### src/rtl/arith_pkg.sv
// rtl/arith_pkg.sv - shared arithmetic-unit constants and divider state encoding
package arith_pkg;

    // Default operand width shared by the multiplier and the divider
    localparam int DIV_WIDTH_DEFAULT = 32;

    typedef enum logic [1:0] {
        DIV_IDLE = 2'd0,
        DIV_CALC = 2'd1,
        DIV_FIX  = 2'd2
    } div_state_t;

endpackage

### src/rtl/div_step.sv
// rtl/div_step.sv - one combinational restoring-division iteration
module div_step #(
    parameter int WIDTH = 32
) (
    input  logic [WIDTH-1:0] rem,
    input  logic             dvd_bit,
    input  logic [WIDTH-1:0] divisor,
    output logic [WIDTH-1:0] rem_next,
    output logic             q_bit
);

    logic [WIDTH:0] trial;

    // Shift the next dividend bit into the remainder and trial-subtract the
    // divisor one bit wider than the operands so the borrow survives.
    // rem is always below the divisor (<= 2^(WIDTH-1)), so its top bit is
    // zero and the shifted value never overflows WIDTH+1 bits.
    always_comb begin
        trial    = {rem, dvd_bit} - {1'b0, divisor};
        q_bit    = ~trial[WIDTH];
        rem_next = trial[WIDTH] ? {rem[WIDTH-2:0], dvd_bit} : trial[WIDTH-1:0];
    end

endmodule

### src/rtl/seq_signed_divider.sv
// rtl/seq_signed_divider.sv - iterative signed divider, one restoring step per clock
module seq_signed_divider
    import arith_pkg::*;
#(
    parameter int WIDTH = DIV_WIDTH_DEFAULT
) (
    input  logic             clk,
    input  logic             rst,
    input  logic             start,
    input  logic [WIDTH-1:0] A,
    input  logic [WIDTH-1:0] B,
    output logic             busy,
    output logic             done,
    output logic [WIDTH-1:0] Q,
    output logic [WIDTH-1:0] R,
    output logic             div_by_zero
);

    localparam int CW = $clog2(WIDTH) + 1;
    localparam logic [CW-1:0] LAST_STEP = CW'(WIDTH - 1);

    div_state_t       state;
    div_state_t       state_next;
    logic [CW-1:0]    cnt;
    logic [WIDTH-1:0] rem;
    logic [WIDTH-1:0] dvd;
    logic [WIDTH-1:0] divisor;
    logic             sign_q;
    logic             sign_r;
    logic             dz;
    logic [WIDTH-1:0] step_rem;
    logic             step_q;
    logic [WIDTH-1:0] a_mag;
    logic [WIDTH-1:0] b_mag;

    // Magnitudes; the most-negative value maps to 2^(WIDTH-1), which still
    // fits an unsigned WIDTH-bit field.
    assign a_mag = A[WIDTH-1] ? (~A + 1'b1) : A;
    assign b_mag = B[WIDTH-1] ? (~B + 1'b1) : B;
    assign busy  = (state != DIV_IDLE);

    div_step #(.WIDTH(WIDTH)) u_step (
        .rem      (rem),
        .dvd_bit  (dvd[WIDTH-1]),
        .divisor  (divisor),
        .rem_next (step_rem),
        .q_bit    (step_q)
    );

    // State register
    always_ff @(posedge clk) begin
        if (rst) state <= DIV_IDLE;
        else     state <= state_next;
    end

    // Next-state: accept in IDLE, WIDTH steps in CALC, one sign-fix cycle
    always_comb begin
        state_next = state;
        case (state)
            DIV_IDLE: if (start) state_next = DIV_CALC;
            DIV_CALC: if (cnt == LAST_STEP) state_next = DIV_FIX;
            DIV_FIX:  state_next = DIV_IDLE;
            default:  state_next = DIV_IDLE;
        endcase
    end

    // Datapath: operand capture, iteration, sign reapplication and result hold
    always_ff @(posedge clk) begin
        if (rst) begin
            cnt         <= '0;
            rem         <= '0;
            dvd         <= '0;
            divisor     <= '0;
            sign_q      <= 1'b0;
            sign_r      <= 1'b0;
            dz          <= 1'b0;
            done        <= 1'b0;
            Q           <= '0;
            R           <= '0;
            div_by_zero <= 1'b0;
        end else begin
            done <= 1'b0;
            case (state)
                DIV_IDLE: if (start) begin
                    dvd     <= a_mag;
                    divisor <= b_mag;
                    sign_q  <= A[WIDTH-1] ^ B[WIDTH-1];
                    sign_r  <= A[WIDTH-1];
                    dz      <= (B == '0);
                    rem     <= '0;
                    cnt     <= '0;
                end
                DIV_CALC: begin
                    rem <= step_rem;
                    dvd <= {dvd[WIDTH-2:0], step_q};
                    cnt <= cnt + 1'b1;
                end
                DIV_FIX: begin
                    // With a zero divisor every trial succeeds, so rem ends
                    // holding |A| and the sign fix restores R = A; only Q
                    // needs forcing to -1.
                    Q           <= dz ? '1 : (sign_q ? (~dvd + 1'b1) : dvd);
                    R           <= sign_r ? (~rem + 1'b1) : rem;
                    div_by_zero <= dz;
                    done        <= 1'b1;
                end
                default: ;
            endcase
        end
    end

endmodule

### config.mk
export PLATFORM = sky130hd
export DESIGN_NAME = seq_signed_divider
export DESIGN_NICKNAME = d
export VERILOG_FILES = /design/src/rtl/arith_pkg.sv /design/src/rtl/div_step.sv /design/src/rtl/seq_signed_divider.sv
export SDC_FILE = /design/constraint.sdc
export NUM_CORES = 1
export LEC_CHECK = 0
export CAP_MARGIN = 20
export CORE_UTILIZATION = 55
export DETAILED_ROUTE_END_ITERATION = 6
export PLACE_DENSITY = 0.86
export SLEW_MARGIN = 10
export SYNTH_ARGS = -nofsm -noshare
export SYNTH_HDL_FRONTEND = slang
export SYNTH_SLANG_ARGS = --single-unit
### constraint.sdc
create_clock -name clk -period 6 [get_ports clk]
set_input_delay 1.2 -clock clk [delete_from_list [all_inputs] [get_ports clk]]
set_output_delay 1.2 -clock clk [all_outputs]
set_load 0.05 [all_outputs]
**Yosys cells after proc, flatten, opt, wreduce, memory -nomap -nowiden**

Cells that the tools add are included.
W data, S select, Z words.

- Flip-flop bits (word level): 173
- Input port bits: 67
- Output and inout port bits: 67
- Word-level logic and storage cells: 52

- $add $sub $neg: 6
- Equal/unequal tests: 5
- Multiplexer cells: 16
- Bitwise operators: 6
- Reductions and logical operators: 7

Operator list:

| cell | number |
|---|---|
| $mux W32 | 8 |
| $add A32 B1 Y32 const B | 4 |
| $not A32 Y32 | 4 |
| $pmux W32 S2 | 2 |
| $sub A33 B32 Y33 | 1 |
| $logic_not A32 Y1 | 1 |
| $pmux W6 S2 | 1 |
| $add A6 B1 Y6 const B | 1 |
| $eq A6 B5 Y1 const B | 1 |
| $mux W6 | 1 |
| $reduce_and A2 Y1 | 3 |
| $mux W2 | 2 |
| $ne A2 B2 Y1 const B | 2 |
| $pmux W2 S2 | 1 |
| $reduce_bool A2 Y1 | 2 |
| $eq A2 B1 Y1 const B | 1 |
| $eq A2 B2 Y1 const B | 1 |
| $logic_not A2 Y1 | 1 |
| $mux W1 | 1 |
| $not A1 Y1 | 1 |
| $xor A1 B1 Y1 | 1 |

**Longest topological paths before layout**

- Depth in word-level cells: 5
- Gate-level depth with buffers: 15
- Gate-level depth less buffers: 13

**Cells and area by module**

A second synthesis with hierarchy kept.

- Cell total of the unflattened synthesis: 1327
- Area total of the unflattened synthesis: 11036.8 µm²

By module, submodules not included:

| module | instances | cells each | area each (µm²) | sequential area each (µm²) |
|---|---|---|---|---|
| seq_signed_divider | 1 | 1016 | 8780.9 | 3463.3 |
| div_step | 1 | 311 | 2255.9 | 0.0 |

**Worst setup path after synthesis**

Ideal clock, no wire load.

- Kind: input -> register
- Start: in B[0]
- End: reg divisor[30]
- Setup time: 86 ps
- Arrival time: 3629 ps
- Required time: 5914 ps
- Setup slack: 2286 ps
- Cell stages on the path: 11
- Path buffers: 0
- Cell sequence: inv_1 -> ha_1 -> nand2_1 -> or4_4 -> or3_4 -> or2_4 -> or4_4 -> or2_4 -> o31ai_4 -> xor2_1 -> a211oi_1

- Cells in the longest elaborated chain, start to end: 3

Ends and longest elaborated chain:

| item | line | text |
|---|---|---|
| start, declared | seq_signed_divider.sv:11 | `input logic [WIDTH-1:0] B,` |
| $not A32 Y32 | seq_signed_divider.sv:39 | `assign b_mag = B[WIDTH-1] ? (~B + 1'b1) : B;` |
| $add A32 B1 Y32 | seq_signed_divider.sv:39 |  |
| $mux W32 | seq_signed_divider.sv:39 |  |
| end signal, assigned | seq_signed_divider.sv:86 | `divisor <= b_mag;` |
| end, declared | seq_signed_divider.sv:27 | `logic [WIDTH-1:0] divisor;` |

No other way between the ends.
A chain may end at the register's enable or synchronous reset.

**Worst setup path after layout**

Ends and elaborated chain as after synthesis.

==> reports/qor.yml <==
worst_setup_path:
  required_ps: 6270
  r2r_end: "rem[9]$_SDFFE_PP0P_"
  worst-setup-path-type: "in2reg"
  crit_path_max_incr_delay_ps: 460
  reg2reg_from: "dvd[31]$_SDFFE_PP0P_"
  ff2ff_path_depth: 14
  cp.arrival_ps: 4240
  crit_chain: "clkdlybuf4s50_1 -> inv_1 -> ha_1 -> nand2_1 -> or4_4 -> or3_4 -> or2_4 -> or4_4 -> or2_4 -> o31ai_4 -> xor2_1 -> a211oi_1"
  crit_start: "B[0]"
  crit_path_max_fanout: 4
  cp_slowest_cell: "clkdlybuf4s50_1"
  reg2reg_slack_ps: 2200
  cp-end-kind: "flop"
  start_kind: "input pin"
final_layout:
  final_nets: 1509
  antennaDiodeCount: 0
  area_growth_syn_to_layout_pct: 19.8
  layout-drive-gt1-share: 0.0515
  final_util: 0.682
power:
  p_leak_nw: 4.62
  power.density_nw_per_um2: 322
  switching_share: 0.365
  power_switching_mw: 1.46
  ir_worst_vdd_mv: 0.299
  clkPwrFrac: 0.291
  power_frac_comb: 0.371
  pwr-share-seq: 0.338
  p_int_mw: 2.54
timing:
  setup_viol: 0
  rsz0062_at_grt: "false"
  tightest_slew_ps: 1030
  setup-tns-final_ps: 0
  timing.fmax_mhz: 252
  timing.final.crit_share: 0.661
  skew_ps: 7.53
  hold_violations: 0
  period_needed_ps: 3970
  maxSlewViolCount: 0
  relSlewSlack: 0.308
clocking:
  holdBufCountCts: 0
  post-cts-setup-buffers: 0
  htreeDepth: 4
  clock-sinks: 173
  cts_resized: 0
  clock_latency_ps: 430
  cts_max_path_buffers: 2
  cts_tree: "done"
  clk_pin_slew_worst_paths_ps: 60
  cts-root-buf: "clkbuf_16"
  cts_buffers: 17
placement:
  place_hpwl_mm: 18.8
  place_congestion: 0.917
  portBuffers: 133
yosys:
  synthAdderAreaFrac: 0.0466
  yosysTopAreaCell: "dfxtp_1"
  avgSynthCellArea_sq_um: 7.83
  yosys.area.top_type_share: 0.334
  synthCells: 1322
  yosys_warnings: 0
  synth_ff_type: "dfxtp_1"
  synth-edff-count: 0
  synthTopCellsByArea: "dfxtp_1, xnor2_1, nor2_1"
  synth_xor_area_frac: 0.123
  synthArstFlopShare: 0
  yosys-top-cells-count: "dfxtp_1, nor2_1, nand2_1, a21oi_1, o21ai_0"
  netlist_area_sq_um: 10400
  ys_types: 59
  synth_compound_area_frac: 0.243
  seq_area_frac_synth: 0.334
  yosysMostFrequentCell: "dfxtp_1"
  synthSimpleGateAreaFrac: 0.195
  syn-num-nets: 1427
  synth_mux_area_frac: 0.0112
  synth-seq-cells: 173
  synth_top_family_by_area: "compound AO/OA/AOI/OAI gates"
grt:
  overflow: 0
  antenna_found_initial: 0
  grt_max_degree: 96
  grt_pass1_vias: 8568
  grt_usage: 0.266
  grt_pass1_wl_mm: 42.6
worst_hold_path:
  hold_path_class: "reg2reg"
  hold_depth: 2
  hold_path_end: "div_by_zero$_SDFFE_PP0P_"
  hp-start: "div_by_zero$_SDFFE_PP0P_"
detailed_routing:
  drcViolationCount: 13
  firstDrtPassIters: 7
  drt_iter0_drc: 929
  vias: 9703
  ant_nets: 0
  vias_per_cell: 5.89
  routedWlPerCell_microns: 15.7
  totalWireLength_mm: 25.9
status:
  violations: "DRC"
  outcome: "finished, violations left"
run:
  max_cap_violations: 0
floorplan:
  die-height_microns: 139
  initial_core_util: 0.569
  dieWidth_microns: 139
  die_area_sq_um: 19400
  rows: 49
  ios: 134
  core-area_sq_um: 18200
==> registers in the layout, summed over array words and instances, names as in the netlist <==
| name | cells |
|---|---|
| done | 1 |
| cnt | 6 |
| div_by_zero | 1 |
| rem | 32 |
| R | 32 |
| dz | 1 |
| sign_q | 1 |
| divisor | 32 |
| dvd | 32 |
| state | 2 |
| sign_r | 1 |
| Q | 32 |
==> cell type report <==
cell class | instances | area, sq um
clock buffers | 21 | 470
multi-input cells | 1020 | 6440
fillers | 1452 | 5800
clock inverters | 11 | 158
well taps | 229 | 287
repair buffers | 143 | 1410
inverters | 49 | 184
flip-flops and latches | 173 | 3460
==> power groups by stage <==
stage	clock, mW	combinational [mW]	sequential [mW]
after CTS	1.17	1.46	1.34
after detailed placement	0	1.45	1.37
after global placement	0	1.41	1.36
after global routing	1.22	1.65	1.36
after floorplan	0	1.17	1.32
final	1.16	1.48	1.35
==> worst max-delay path, delay by kind of cell <==
family	cells	cell delay (ps)
AO/OA/AOI/OAI	2	270
XOR/XNOR	1	180
adder cells (fa/ha/maj)	1	160
buffers and inverters	2	570
AND/OR/NAND/NOR	6	1870
==> layout by cell type, fill, tap and decap left out, types with 6 or more instances in the layout <==
master,synthesis,layout
mux2i_1,6,6
buf_4,0,10
nor2_1,160,159
nand2_1,136,136
a31oi_1,7,7
nand2b_1,14,14
nand4_1,8,8
nand3_1,18,18
a22oi_1,30,30
o22ai_1,19,19
o41ai_1,15,15
a211oi_1,66,66
clkbuf_16,0,17
ha_1,37,37
and3_1,6,6
xor2_1,68,68
nor2b_1,9,7
a221oi_1,6,6
clkdlybuf4s50_1,0,132
or3_1,9,9
o31ai_1,36,36
nor3_1,38,37
o21ai_0,81,81
a21oi_1,86,86
a21o_1,10,10
or4_1,15,15
dfxtp_1,173,173
xnor2_1,77,76
inv_1,49,49
==> layer usage <==
| metal | vias to the layer above | GRT usage | part of all wire |
|---|---|---|---|
| met5 | - | 0 | 0 |
| met4 | 0 | 0.0737 | 0.014 |
| li1 | 4889 | - | - |
| met1 | 4404 | 0.396 | 0.48 |
| met3 | 28 | 0.0427 | 0.076 |
| met2 | 382 | 0.394 | 0.43 |
==> cell families after synthesis <==
logic type / Yosys count
and+or+nand+nor: 441
xor gates and xnor gates: 145
adders and majority gates: 38
AOI/OAI and AO/OA: 385
DFF: 173
buffers and inverters: 129
muxes: 11
==> worst max-delay path by stage <==
stage | end | cells after the start
after floorplan | divisor[30]$_SDFFE_PP0P_ | 11
after global placement | divisor[30]$_SDFFE_PP0P_ | 12
after detailed placement | divisor[30]$_SDFFE_PP0P_ | 12
after CTS | divisor[30]$_SDFFE_PP0P_ | 12
after global routing | rem[9]$_SDFFE_PP0P_ | 12
final | divisor[30]$_SDFFE_PP0P_ | 12
==> stage by stage <==
| step | total power, mW | setup WS (ps) | hold WS [ps] | area (sq um) | instances |
|---|---|---|---|---|---|
| 6_report | 3.99 | 2030 | 460 | 12400 | 1646 |
| 5_1_grt | 4.23 | 1910 | 481 | 12400 | 1646 |
| 4_1_cts | 3.98 | 2040 | 463 | 12400 | 1645 |
| 3_5_place_dp | 2.81 | 1610 | 453 | 11800 | 1613 |
| 3_3_place_gp | 2.77 | 1720 | 444 | 11800 | 1613 |
| 2_1_floorplan | 2.50 | 2290 | 432 | 10400 | 1322 |
(Power assumes the default switching activity.)
